$ cat src/rtl/instr_fetch_unit_if.sv
// Fetch-stage bus bundle: instruction-memory req/ack port plus the decode-side
// instruction port (stall, branch redirect, presented instruction).
interface instr_fetch_unit_if #(
    parameter int PC_WIDTH = 8
);
    // Instruction memory side
    logic                mem_req;
    logic [PC_WIDTH-1:0] mem_addr;
    logic [31:0]         mem_rdata;
    logic                mem_ack;

    // Decode side
    logic                stall;
    logic                branch_valid;
    logic [PC_WIDTH-1:0] branch_target;
    logic [31:0]         instr;
    logic                instr_valid;
    logic [PC_WIDTH-1:0] instr_pc;
    logic [PC_WIDTH-1:0] pc;

    // The fetch unit drives requests and the presented instruction
    modport master (
        output mem_req, mem_addr, instr, instr_valid, instr_pc, pc,
        input  mem_rdata, mem_ack, stall, branch_valid, branch_target
    );

    // Memory and decode drive responses, stall and redirects
    modport slave (
        input  mem_req, mem_addr, instr, instr_valid, instr_pc, pc,
        output mem_rdata, mem_ack, stall, branch_valid, branch_target
    );
endinterface

$ cat src/rtl/instr_fetch_unit.sv
// Instruction fetch stage: owns the PC, issues one outstanding memory request
// at a time, registers the returned word for decode, honours stall and
// branch redirects, and discards a fetch made stale by a redirect.
module instr_fetch_unit #(
    parameter int                  PC_WIDTH = 8,
    parameter logic [PC_WIDTH-1:0] RESET_PC = '0
) (
    input  logic                clk,
    input  logic                rst_n,
    instr_fetch_unit_if.master  bus
);

    typedef enum logic [1:0] {
        ISSUE,  // about to place a request at pc
        WAIT,   // request outstanding, waiting for mem_ack
        VALID   // instruction presented to decode
    } state_t;

    state_t              state_q, state_d;
    logic [PC_WIDTH-1:0] pc_q, pc_d;
    logic [PC_WIDTH-1:0] addr_q, addr_d;
    logic [PC_WIDTH-1:0] ipc_q, ipc_d;
    logic [31:0]         instr_q, instr_d;
    logic                req_q, req_d;
    logic                valid_q, valid_d;
    logic                kill_q, kill_d;   // outstanding fetch belongs to a redirected path

    // State and datapath registers; every output comes straight from here
    // NOTE: sequential state uses non-blocking assignments so all registers
    // update together from the pre-edge values computed below.
    always_ff @(posedge clk or negedge rst_n) begin
        if (!rst_n) begin
            state_q <= ISSUE;
            pc_q    <= RESET_PC;
            addr_q  <= RESET_PC;
            ipc_q   <= '0;
            instr_q <= '0;
            req_q   <= 1'b0;
            valid_q <= 1'b0;
            kill_q  <= 1'b0;
        end else begin
            state_q <= state_d;
            pc_q    <= pc_d;
            addr_q  <= addr_d;
            ipc_q   <= ipc_d;
            instr_q <= instr_d;
            req_q   <= req_d;
            valid_q <= valid_d;
            kill_q  <= kill_d;
        end
    end

    // Next-state and next-datapath decision for the fetch FSM
    always_comb begin
        // NOTE: every signal gets a hold-value default first, so no path
        // through the case below can leave one unassigned and infer a latch.
        state_d = state_q;
        pc_d    = pc_q;
        addr_d  = addr_q;
        ipc_d   = ipc_q;
        instr_d = instr_q;
        req_d   = req_q;
        valid_d = valid_q;
        kill_d  = kill_q;

        case (state_q)
            ISSUE: begin
                if (bus.branch_valid) begin
                    // Take the redirect first; the request goes out next cycle
                    pc_d = bus.branch_target;
                end else begin
                    addr_d  = pc_q;
                    req_d   = 1'b1;
                    state_d = WAIT;
                end
            end

            WAIT: begin
                if (bus.mem_ack) begin
                    req_d   = 1'b0;
                    kill_d  = 1'b0;
                    state_d = ISSUE;
                    if (bus.branch_valid) begin
                        // Returning word is from the abandoned path: drop it
                        pc_d = bus.branch_target;
                    end else if (!kill_q) begin
                        instr_d = bus.mem_rdata;
                        ipc_d   = addr_q;
                        valid_d = 1'b1;
                        state_d = VALID;
                    end
                end else if (bus.branch_valid) begin
                    // Request address must stay put; remember to discard its data
                    pc_d   = bus.branch_target;
                    kill_d = 1'b1;
                end
            end

            VALID: begin
                if (bus.branch_valid) begin
                    valid_d = 1'b0;
                    pc_d    = bus.branch_target;
                    state_d = ISSUE;
                end else if (!bus.stall) begin
                    valid_d = 1'b0;
                    pc_d    = pc_q + 1'b1;   // wraps modulo 2^PC_WIDTH
                    state_d = ISSUE;
                end
            end

            default: begin
                state_d = ISSUE;
            end
        endcase
    end

    assign bus.mem_req     = req_q;
    assign bus.mem_addr    = addr_q;
    assign bus.instr       = instr_q;
    assign bus.instr_valid = valid_q;
    assign bus.instr_pc    = ipc_q;
    assign bus.pc          = pc_q;

endmodule

$ cat src/flat_wrapper.sv
// flat-port wrapper written by rule: the top's interface ports become plain ports
module instr_fetch_unit_flat 
#(
    parameter int                  PC_WIDTH = 8,
    parameter logic [PC_WIDTH-1:0] RESET_PC = '0
)
  (clk, rst_n, bus_mem_req, bus_mem_addr, bus_instr, bus_instr_valid, bus_instr_pc, bus_pc, bus_mem_rdata, bus_mem_ack, bus_stall, bus_branch_valid, bus_branch_target);
  instr_fetch_unit_if #(.PC_WIDTH(PC_WIDTH)) bus_i ();
  input  logic clk;
  input  logic rst_n;
  output wire logic [$bits(bus_i.mem_req)-1:0] bus_mem_req;
  output wire logic [$bits(bus_i.mem_addr)-1:0] bus_mem_addr;
  output wire logic [$bits(bus_i.instr)-1:0] bus_instr;
  output wire logic [$bits(bus_i.instr_valid)-1:0] bus_instr_valid;
  output wire logic [$bits(bus_i.instr_pc)-1:0] bus_instr_pc;
  output wire logic [$bits(bus_i.pc)-1:0] bus_pc;
  input wire logic [$bits(bus_i.mem_rdata)-1:0] bus_mem_rdata;
  input wire logic [$bits(bus_i.mem_ack)-1:0] bus_mem_ack;
  input wire logic [$bits(bus_i.stall)-1:0] bus_stall;
  input wire logic [$bits(bus_i.branch_valid)-1:0] bus_branch_valid;
  input wire logic [$bits(bus_i.branch_target)-1:0] bus_branch_target;
  assign bus_mem_req = bus_i.mem_req;
  assign bus_mem_addr = bus_i.mem_addr;
  assign bus_instr = bus_i.instr;
  assign bus_instr_valid = bus_i.instr_valid;
  assign bus_instr_pc = bus_i.instr_pc;
  assign bus_pc = bus_i.pc;
  assign bus_i.mem_rdata = bus_mem_rdata;
  assign bus_i.mem_ack = bus_mem_ack;
  assign bus_i.stall = bus_stall;
  assign bus_i.branch_valid = bus_branch_valid;
  assign bus_i.branch_target = bus_branch_target;
  instr_fetch_unit #(.PC_WIDTH(PC_WIDTH), .RESET_PC(RESET_PC)) u_core (.clk(clk), .rst_n(rst_n), .bus(bus_i));
endmodule
$ cat config.mk
export PLATFORM = sky130hd
export DESIGN_NAME = instr_fetch_unit_flat
export DESIGN_NICKNAME = d
export VERILOG_FILES = /design/src/rtl/instr_fetch_unit_if.sv /design/src/rtl/instr_fetch_unit.sv /design/src/flat_wrapper.sv
export SDC_FILE = /design/constraint.sdc
export NUM_CORES = 1
export LEC_CHECK = 0
export ABC_AREA = 1
export CORE_MARGIN = 2
export CORE_UTILIZATION = 40
export DETAILED_ROUTE_END_ITERATION = 7
export PLACE_DENSITY = 0.82
export SYNTH_ARGS = -nofsm -noshare
export SYNTH_HDL_FRONTEND = slang
export SYNTH_SLANG_ARGS = --single-unit
$ cat constraint.sdc
create_clock -name clk -period 1.3 [get_ports clk]
set_input_delay 0.26 -clock clk [delete_from_list [all_inputs] [get_ports clk]]
set_output_delay 0.26 -clock clk [all_outputs]
set_load 0.01 [all_outputs]
* Yosys cells after proc, flatten, opt, wreduce, memory -nomap -nowiden *
Index checks and enable logic that the tools add are counted.

cells by class
  multiplexer cells = 22
  reductions and logical operators = 13
  equal/unequal tests = 8
  shifts and indexed selects = 0
  order comparisons = 0
  multiply operators = 0
  divide/modulo/power cells = 0
  $add $sub $neg = 1
  bitwise operators = 2

operator list
  kind                 number
  $mux 8               3
  $pmux 8 s2           1
  $mux 2               6
  $mux 1               9
  $reduce_and 3->1     3
  $add 8x1->8 const B  1
  $ne 2x2->1 const B   4
  $reduce_bool 2->1    4
  $pmux 2 s3           1
  $reduce_and 5->1     1
  $pmux 1 s2           2
  $reduce_and 2->1     2
  $reduce_and 4->1     1
  $ne 3x3->1 const B   1
  $eq 2x1->1 const B   1
  $eq 2x2->1 const B   1
  $logic_not 2->1      1
  $ne 2x1->1 const B   1
  $not 1->1            2
  $reduce_or 2->1      1

storage, ports and cells
  flip-flop bits (word level) = 61
  RAM bits = 0
  memories = 0
  logic and storage cells = 54
  output and inout bits = 58
  bits in read-only memories = 0
  bits of input ports = 45
  latch bits = 0

* Longest topological paths before layout *
  depth after elaboration = 4
  depth in mapped cells = 9
  depth with buffers taken out = 8

* Worst setup path after synthesis *
No wires, ideal clock.

  path kind = register to register
  start point = register u_core.pc_q[1] (netlist: u_core.bus.pc[1])
  end point = register u_core.pc_q[6] (netlist: u_core.bus.pc[6])
  path slack = 0.107 ns
  period minus slack after synthesis = 1.193 ns
  path buffers = 0
  arrival time = 1.077 ns
  cell stages (with the launch flop) = 7
  required time = 1.184 ns
  setup time = 0.116 ns
  path through = dfrtp_1 > ha_1 > nand3_1 > o21ai_0 > nand3_1 > nand2_1 > nand2_1

on the way
  longest elaborated chain between the ends = 4

ends and longest elaborated chain
  item                    RTL line                 RTL
  start, declared         instr_fetch_unit.sv:20   logic [PC_WIDTH-1:0] pc_q, pc_d;
  start signal, assigned  instr_fetch_unit.sv:43   pc_q <= pc_d;
  $add 8x1->8             instr_fetch_unit.sv:106  pc_d = pc_q + 1'b1;
  $mux 8                  instr_fetch_unit.sv:104  end else if (!bus.stall) begin
  $mux 8                  instr_fetch_unit.sv:100  if (bus.branch_valid) begin
  $pmux 8 s2              instr_fetch_unit.sv:66   case (state_q)

No other way between the ends. The select of a mux whose other input is x is not followed.
A chain may end at the register's enable or synchronous reset.

* Worst setup path after layout *
  start point = register u_core.state_q[1]
  end point = register u_core.instr_q[17] (netlist: u_core.bus.instr[17])

on the way
  longest elaborated chain between the ends = 2

ends and longest elaborated chain
  item                        RTL line                RTL
  start, declared             instr_fetch_unit.sv:19  state_t state_q, state_d;
  start signal, assigned      instr_fetch_unit.sv:42  state_q <= state_d;
  $eq 2x1->1                  instr_fetch_unit.sv:66
  $reduce_and 4->1 (no line)  -
  end signal, assigned        instr_fetch_unit.sv:46  instr_q <= instr_d;
  end, declared               instr_fetch_unit.sv:23  logic [31:0] instr_q, instr_d;

No other way between the ends.

==> flow_summary.yaml <==
run_status:
  status: "complete, but fails checks"
  violations: "setup timing"
synthesis:
  synthFlopType: "dfrtp_1"
  syn_nets: 354
  synth.distinct_cells: 22
  synthCells: 308
  synth_top_area_share_pct: 52.3
  synth_edf_count: 0
  synth_common_cells: "61 x dfrtp_1, 54 x inv_1, 50 x nand2_1"
  avgSynthCellArea_um2: 9.47
  synthTopCellsByArea: "dfrtp_1 52%, o21ai_2 12%, nand2_2 8.6%, inv_1 6.9%, nand2_1 6.4%"
  ys_seq_elements: 61
  seq_area_frac_synth_pct: 52.3
  yosysTopAreaCell: "dfrtp_1"
  async_flop_share_pct: 100
  ys_warn_count: 0
  netlist_area_mm2: 0.00292
  synth_most_common_cell: "dfrtp_1"
sta:
  slew_violations: 0
  fin_tns_setup_ns: -3.58
  finalCritPeriodShare_pct: 108
  hold_viol: 0
  slew_headroom_pct: 79.9
  max_freq_mhz: 709
  skew_ns: 0.00783
  fin_ws_ns: -0.110
  layout_min_cycle_time_ns: 1.41
  tightestPinTransition_ns: 0.299
  finalSetupViolCount: 44
  rsz0062_at_grt: "true"
drt:
  via_per_inst: 4.64
  ant_nets: 0
  drtIter0Drc: 101
  wl_mm: 8.35
  vias: 2641
  drc: 0
  wl_per_cell_um: 14.7
  firstDrtPassIters: 4
finish:
  area_growth_pct: 66.2
  fin_util_pct: 67.6
  fin_nets: 511
  final_area_mm2: 0.00485
  fin_cells: 569
  antenna_cells: 0
  drive_gt1_share_pct: 35.7
  nFillCells: 566
clocking:
  cts_buffer_depth: 2
  insertion_delay_ns: 0.33
  numCtsBuffers: 9
  htreeDepth: 3
  clock-sinks: 61
  cts_tree: "yes"
  cts_root_buf: "clkbuf_8"
  clkSlewWorstSetupHoldPaths_ns: 0.07
power_and_ir_drop:
  power.leakage_nw: 2.46
  powerDensity_mw_per_mm2: 1950
  peakVddDrop_v: 0.000906
critical_path:
  endpoint: "u_core.bus.instr[17]$_DFFE_PN0P_"
  worstSetupStartpoint: "u_core.state_q[1]$_DFFE_PN0P_"
  endpoint_kind: "flip-flop"
  worstReg2RegEnd: "u_core.bus.instr[17]$_DFFE_PN0P_"
  critical_path_required_ns: 1.51
  critPathLaunchType: "flip-flop"
  reg2regPathDepth: 8
  path_class: "reg -> reg"
  arrival_ns: 1.62
  r2r-start: "u_core.state_q[1]$_DFFE_PN0P_"
  r2r_setup_slack_ns: -0.11
  critPathMaxFanout: 6
die:
  initial_core_util_pct: 40.7
  rows: 31
  dieArea_mm2: 0.00799
  die_w_um: 89.4
  die_y_um: 89.4
  core_mm2: 0.00718
  ios: 103
global_route:
  grt_pass1_wl_mm: 11.0
  grt_max_degree: 39
  antenna_found_initial: 0
  grt_usage_pct: 18.1
  first_global_vias: 2468
  grt_overflow_total: 0
placed_design:
  port_buffers: 102
  routabilityCongestion: 0.869
  dp_cells: 518
  place_area_mm2: 0.00416
  place_hpwl_mm: 4.73
min_path:
  hp-class: "in -> async"
flow_run:
  maxCapViolations: 0
-- power breakdown --
group | internal [W] | total, W | switching, W
combinational | 0.00222 | 0.00424 | 0.00202
sequential | 0.00270 | 0.00322 | 0.000521
clock | 0.00129 | 0.00202 | 0.000732
-- cells in the final DEF, fill, tap and decap left out, types with 2 or more instances in the layout --
cell             count
a21oi_1              4
buf_12               3
buf_16               5
buf_4               36
buf_6                4
bufinv_16            2
clkbuf_16            3
clkbuf_8            13
clkdlybuf4s15_1     19
clkdlybuf4s50_1     43
dfrtp_1             60
dlygate4sd2_1       39
inv_1               54
inv_2                3
nand2_1             47
nand2_2             36
nand2_4              7
nand3_1              6
nand3_2              2
nand3_4              2
nor2_1               9
nor2_2               3
nor2_4               2
o21ai_0             12
o21ai_1              5
o21ai_2             40
-- cell type report --
| cell class | instances | area (µm²) | share of cell area [%] |
|---|---|---|---|
| Timing Repair Buffer | 154 | 1570 | 32.3 |
| Sequential cell | 61 | 1530 | 31.5 |
| Multi-Input combinational cell | 180 | 1160 | 23.8 |
| Inverter | 58 | 225 | 4.65 |
| Clock buffer | 13 | 179 | 3.69 |
| Tap cell | 99 | 124 | 2.55 |
| Clock inverter | 3 | 65.1 | 1.34 |
| Timing Repair inverter | 1 | 6.26 | 0.129 |
-- flip-flops by register name, summed over array words and instances (netlist names) --
name,cells
u_core.kill_q,1
u_core.bus.instr_valid,1
u_core.bus.mem_req,1
u_core.bus.instr_pc,8
u_core.bus.instr,32
u_core.bus.mem_addr,8
u_core.bus.pc,8
u_core.state_q,2
-- cell families after synthesis --
group | count (synthesis) | share of synthesized area, %
simple gates | 114 | 19.7
buf+inv | 68 | 11.1
fa+ha+maj | 1 | 0.429
flops | 61 | 52.3
compound gates | 62 | 15.9
xor+xnor | 2 | 0.600
-- through the flow --
stage,total power [W],hold slack [ns],setup slack (ns)
floorplan,0.00509,-0.0356,0.107
global placement,0.00712,0.167,-0.231
detailed placement,0.00723,0.170,-0.260
CTS,0.00890,0.339,-0.0949
global route,0.0100,0.357,-0.160
finish,0.00948,0.341,-0.110
-- layer usage --
layer,up-vias,share of wire (%),track usage [%]
met5,-,0,0
met4,0,1.8,5.97
met3,17,5.6,4.52
met2,97,51,32.0
met1,1264,41,21.4
li1,1263,-,-
-- how the worst min path moves through the flow --
stage,end,start,depth (start not counted)
after floorplan,u_core.bus.instr[0]$_DFFE_PN0P_,rst_n,0
after global placement,u_core.bus.pc[6]$_DFFE_PN0P_,rst_n,1
after detailed placement,u_core.bus.pc[6]$_DFFE_PN0P_,rst_n,1
after CTS,u_core.bus.pc[6]$_DFFE_PN0P_,rst_n,2
after global routing,u_core.bus.pc[6]$_DFFE_PN0P_,rst_n,2
final,u_core.bus.pc[6]$_DFFE_PN0P_,rst_n,2
-- timing repair --
item | in CTS | in global routing
endpoints found under the setup margin | 65 | 82
pin swaps | 0 | 5
hold buffers | 1 | 0
setup buffers | 7 | 16
hold endpoints to repair | 8 | 0
gates resized for setup | 67 | 40
cloned | 3 | 8
-- worst max-delay path, stage by stage (launching register included) --
cell and delay, ns:
dfrtp_1 0.40, inv_2 0.09, nand2_4 0.06, nor2_4 0.14, buf_4 0.15, nand3_4 0.15, buf_16 0.19, nand2_2 0.06
o21ai_2 0.06
Power figures use the tool's default switching activity.
